## config.mk

```make
export PLATFORM = sky130hd
export DESIGN_NAME = shift_subtract_divider
export DESIGN_NICKNAME = d
export VERILOG_FILES = /design/src/rtl/div_pkg.sv /design/src/rtl/div_step.sv /design/src/rtl/shift_subtract_divider.sv
export SDC_FILE = /design/constraint.sdc
export NUM_CORES = 1
export LEC_CHECK = 0
export ABC_CLOCK_PERIOD_IN_PS = 3000
export CORE_UTILIZATION = 56
export CTS_BUF_LIST = sky130_fd_sc_hd__clkbuf_8 sky130_fd_sc_hd__clkbuf_16
export CTS_CLUSTER_SIZE = 40
export DETAILED_ROUTE_END_ITERATION = 8
export PLACE_DENSITY = 0.93
export SYNTH_ARGS = -nofsm -noshare
export SYNTH_HDL_FRONTEND = slang
export SYNTH_SLANG_ARGS = --single-unit
```

## constraint.sdc

```tcl
create_clock -name clk -period 3 [get_ports clk]
set_clock_uncertainty 0.1 [all_clocks]
set_input_delay 0.9 -clock clk [delete_from_list [all_inputs] [get_ports clk]]
set_output_delay 0.9 -clock clk [all_outputs]
set_load 0.005 [all_outputs]
```

## src/rtl/div_pkg.sv

```systemverilog
// Shared definitions for the shift/subtract divider.
// Holds the two-state FSM encoding and the default operand widths.
package div_pkg;

  localparam int DW_DEFAULT = 8;  // dividend / quotient width
  localparam int VW_DEFAULT = 4;  // divisor / remainder width

  typedef enum logic {
    IDLE = 1'b0,  // ready=1, result outputs valid
    CALC = 1'b1   // one restoring step per clock
  } state_t;

endpackage : div_pkg

```

## src/rtl/div_step.sv

```systemverilog
// One restoring-division step (purely combinational).
//
// Ports:
//   r      - partial remainder R (VW+1 bits)
//   bit_in - next dividend bit, shifted into the bottom of R
//   d      - divisor D (VW bits)
//   r_next - partial remainder after the compare/subtract
//   q_bit  - quotient bit produced by this step
module div_step
  import div_pkg::*;
#(
  parameter int VW = VW_DEFAULT
) (
  input  logic [VW:0]   r,
  input  logic          bit_in,
  input  logic [VW-1:0] d,
  output logic [VW:0]   r_next,
  output logic          q_bit
);

  // R < D is invariant between steps, so r[VW] is always 0. Using the
  // full R here gives the same value as {R[VW-1:0], bit_in} and keeps
  // every input bit in the logic cone.
  logic [VW+1:0] t;
  logic [VW+1:0] d_ext;

  assign t     = {r, bit_in};
  assign d_ext = {2'b00, d};

  // NOTE: every output of a combinational block gets a default first so
  // that no path through the block leaves it unassigned (no latch).
  always_comb begin
    r_next = t[VW:0];
    q_bit  = 1'b0;
    if (t >= d_ext) begin
      r_next = (VW+1)'(t - d_ext);
      q_bit  = 1'b1;
    end
  end

endmodule : div_step

```

## src/rtl/shift_subtract_divider.sv

```systemverilog
// Sequential unsigned restoring divider: one quotient bit per clock.
// A start accepted in IDLE latches the operands; DW CALC cycles later the
// quotient and remainder are published and the block is ready again.
// A zero divisor is flagged immediately without entering CALC.
// DW must be at least VW.
//
// Ports:
//   clk          - rising-edge clock
//   rst          - asynchronous, active-low reset
//   start        - request an operation (honoured only while ready=1)
//   dividendBus  - dividend (DW bits), sampled on acceptance
//   divisorBus   - divisor (VW bits), sampled on acceptance
//   ready        - 1 = idle, result outputs valid
//   quotientBus  - registered quotient (DW bits)
//   remainderBus - registered remainder (VW bits)
//   dbz          - last operation had divisor 0
module shift_subtract_divider
  import div_pkg::*;
#(
  parameter int DW = DW_DEFAULT,
  parameter int VW = VW_DEFAULT
) (
  input  logic          clk,
  input  logic          rst,
  input  logic          start,
  input  logic [DW-1:0] dividendBus,
  input  logic [VW-1:0] divisorBus,
  output logic          ready,
  output logic [DW-1:0] quotientBus,
  output logic [VW-1:0] remainderBus,
  output logic          dbz
);

  localparam int CW = $clog2(DW) + 1;

  state_t        state, state_next;
  logic [DW-1:0] q_reg;
  logic [VW-1:0] d_reg;
  logic [VW:0]   r_reg;
  logic [CW-1:0] cnt;

  logic [VW:0]   r_step;
  logic          q_bit;
  logic [DW-1:0] q_step;
  logic          accept;
  logic          last_step;

  div_step #(.VW(VW)) u_step (
    .r      (r_reg),
    .bit_in (q_reg[DW-1]),
    .d      (d_reg),
    .r_next (r_step),
    .q_bit  (q_bit)
  );

  // Q shifted left with the new quotient bit entering at bit 0.
  assign q_step    = DW'({q_reg, q_bit});
  assign accept    = (state == IDLE) && start;
  assign last_step = (cnt == CW'(DW - 1));

  // Next-state and ready decode.
  always_comb begin
    state_next = state;
    ready      = 1'b0;
    unique case (state)
      IDLE: begin
        ready = 1'b1;
        // A zero divisor is answered on the acceptance edge itself.
        if (start && (divisorBus != '0)) state_next = CALC;
      end
      CALC: begin
        if (last_step) state_next = IDLE;
      end
      default: state_next = IDLE;
    endcase
  end

  // NOTE: sequential state uses non-blocking assignments so every register
  // samples pre-edge values, independent of statement order.
  always_ff @(posedge clk or negedge rst) begin
    if (!rst) begin
      state <= IDLE;
    end else begin
      state <= state_next;
    end
  end

  // Datapath and result registers. Results change only on the acceptance
  // edge (zero divisor) or the final CALC edge, so intermediate values are
  // never visible outside.
  always_ff @(posedge clk or negedge rst) begin
    if (!rst) begin
      q_reg        <= '0;
      d_reg        <= '0;
      r_reg        <= '0;
      cnt          <= '0;
      quotientBus  <= '0;
      remainderBus <= '0;
      dbz          <= 1'b0;
    end else if (accept) begin
      q_reg <= dividendBus;
      d_reg <= divisorBus;
      r_reg <= '0;
      cnt   <= '0;
      if (divisorBus == '0) begin
        quotientBus  <= '1;
        remainderBus <= '0;
        dbz          <= 1'b1;
      end
    end else if (state == CALC) begin
      q_reg <= q_step;
      r_reg <= r_step;
      cnt   <= cnt + CW'(1);
      if (last_step) begin
        quotientBus  <= q_step;
        remainderBus <= r_step[VW-1:0];
        dbz          <= 1'b0;
      end
    end
  end

endmodule : shift_subtract_divider

```

==> impl_metrics.toml <==
[logic_synthesis]
synth_compound_area_share_pct = 16.3
synth_nets = 204
synth_mux_area_share_pct = 4.72
synth_top_family_by_area = "simple AND/OR/NAND/NOR gates"
synthesis.area_mm2 = 0.00172
yosys.area_share.xor_xnor_pct = 1.02
synth_simple_gate_area_share_pct = 17.5
yosys_warnings = 0
synth_fa_ha_area_share_pct = 4.79
synth_seq_area_share_pct = 50.8
synth.distinct_cells = 35
syn_inst = 183
ys_seq_elements = 35
syn_area_per_cell_um2 = 9.42

[critical_path]
worstReg2RegEnd = "r_reg[0]"
cp_data_required_time_ps = 3070
crit_path_end = "remainderBus[1]"
ff2ff_setup_slack_ps = 630
path_class = "input port to register"
cp_max_fo = 12
end_kind = "register"
worstSetupStartpointType = "input port"
critPathLaunch = "divisorBus[1]"
crit_arrival_ps = 2710
r2r-start = "q_reg[7]"
reg2regPathDepth = 7

[clocking]
post_cts_buffers = 0
numCtsBuffers = 5
tritoncts = "done"
cts_buffer_depth = 2
clkLatencyLatePin_ps = 290
clkTransAtPathRegs_ps = 70
root_buffer = "clkbuf_8"
cts.sinks = 35
postCtsHoldBufs = 0
cts_resized = 0
htreeDepth = 2

[route]
num_vias = 1523
ant_nets = 0
drt_iter0_markers = 101
wirelength_um = 4250
via_per_inst = 6.24
wl_per_cell_um = 17.4
remaining_drc_errors = 4
dr.pass1.iters = 6

[timing]
setup_tns_ps = 0
fmax_mhz = 379
worst_slew_pin_slew_ps = 680
slew_headroom_pct = 54.3
setup_viol = 0
finalCritPeriodShare_pct = 88.0
hold_violations = 0
timing.final.max_slew_violations = 0
rsz0062_at_grt = "no"
period_needed_ps = 2640

[finish]
drive_above_1_share_pct = 6.10
nFillCells = 196
nets = 233
final_cell_mix = "dfrtp_1, clkdlybuf4s50_1, nor2_1"
mostFrequentLayoutCell = "dfrtp_1"
diodes = 0
final_cell_area_mm2 = 0.00212
area_growth_pct = 23.1
fin_util_pct = 75.1

[floorplan]
die_h_um = 57.5
fp-row-count = 19
die-area_mm2 = 0.00330
die_w_um = 57.5
core_mm2 = 0.00283
ios = 29
initial_core_util_pct = 60.9

[global_route]
grt_antenna_before_repair = 0
grt_pass1_wl_um = 6970
grt_pass1_vias = 1467
grtUsageTotal_pct = 28.6
grt_max_degree = 36
overflow = 0

[place]
dpl.hpwl_um = 2980
routabilityCongestion = 0.936
placed_cell_area_mm2 = 0.00202
numPortBuffers = 28

[power]
p_leak_nw = 0.940
p_per_area_mw_per_mm2 = 1160
ir_drop_v = 0.000640
power_w = 0.00246

[flow_run]
max-cap-violations = 0

[run_status]
status = "finished, violations left"
failed_checks = "DRC"

[hold_path]
hp-class = "register to register"
## cell families after synthesis
family / count (synthesis)
compound gates: 47
xor+xnor: 2
fa+ha+maj: 6
buf+inv: 19
flops: 35
mux: 8
simple gates: 66
## critical path, stage by stage
cell and delay [ps]:
clkdlybuf4s50_1 430, nor4_1 630, nand2_1 440, nand3_1 210, nand3_1 100
## final cells by class
type	count	area (um^2)	area share [%]
well taps	31	38.8	1.83
repair buffers	32	310	14.6
multi-input cells	129	764	36.0
clock buffers	7	96.3	4.54
inverters	9	33.8	1.59
clock inverters	1	3.75	0.177
flip-flops and latches	35	876	41.2
## synthesized netlist by cell type
| cell | instances | share of area, % |
|---|---|---|
| o21ai_0 | 17 | 4.9 |
| nand2_1 | 19 | 4.1 |
| and4b_1 | 1 | 0.58 |
| mux2_2 | 1 | 0.65 |
| a21o_1 | 1 | 0.44 |
| buf_1 | 1 | 0.22 |
| nand2b_1 | 1 | 0.36 |
| fa_1 | 1 | 1.2 |
| nand4b_1 | 1 | 0.51 |
| a41oi_1 | 2 | 1.0 |
| nor3_1 | 1 | 0.29 |
| inv_1 | 9 | 2.0 |
| o311ai_0 | 2 | 1.0 |
| and3_1 | 1 | 0.36 |
| a22o_1 | 1 | 0.51 |
| mux2i_1 | 7 | 4.1 |
| a211oi_1 | 2 | 0.87 |
| and2_1 | 1 | 0.36 |
| o22ai_1 | 1 | 0.36 |
| nor2b_1 | 2 | 0.73 |
| xnor2_1 | 2 | 1.0 |
| a21oi_2 | 1 | 0.51 |
| nand3_1 | 9 | 2.6 |
| dfrtp_1 | 35 | 51 |
| buf_2 | 4 | 1.2 |
| or3_1 | 1 | 0.36 |
| ha_1 | 5 | 3.6 |
| nor4_1 | 1 | 0.36 |
| buf_6 | 1 | 0.65 |
| nor2_1 | 23 | 5.0 |
| a21oi_1 | 14 | 4.1 |
| a22oi_1 | 1 | 0.44 |
| o31ai_1 | 5 | 2.2 |
| clkbuf_1 | 4 | 0.87 |
| nand4_1 | 5 | 1.8 |
## metal layers
layer	track usage, %	wire length, um
met1	36.0	1740
met2	46.0	2070
met3	8.16	323
met4	12.2	118
met5	0	0
## power breakdown
part | leakage [nW] | switching, W | internal, W | total [W]
sequential | 0.408 | 0.000170 | 0.000706 | 0.000876
combinational | 0.476 | 0.000671 | 0.000542 | 0.00121
clock | 0.0557 | 0.000170 | 0.000206 | 0.000376
total | 0.940 | 0.00101 | 0.00145 | 0.00246
## metrics by stage
step           hold slack, ps  instances  worst slack [ps]
4_1_cts                   385        244               424
3_3_place_gp              366        236               305
5_1_grt                   403        244               282
3_5_place_dp              370        236               108
2_1_floorplan             364        183              1040
6_report                  385        244               361
## worst min path at each step
stage / depth (start not counted) / start / to / slack [ps]
after floorplan: 2 / q_reg[0] / q_reg[1] / 360
after global placement: 2 / dbz / dbz / 370
after detailed placement: 2 / dbz / dbz / 370
after CTS: 2 / dbz / dbz / 380
after global routing: 2 / dbz / dbz / 400
final: 2 / dbz / dbz / 380
(Power assumes the default switching activity.)
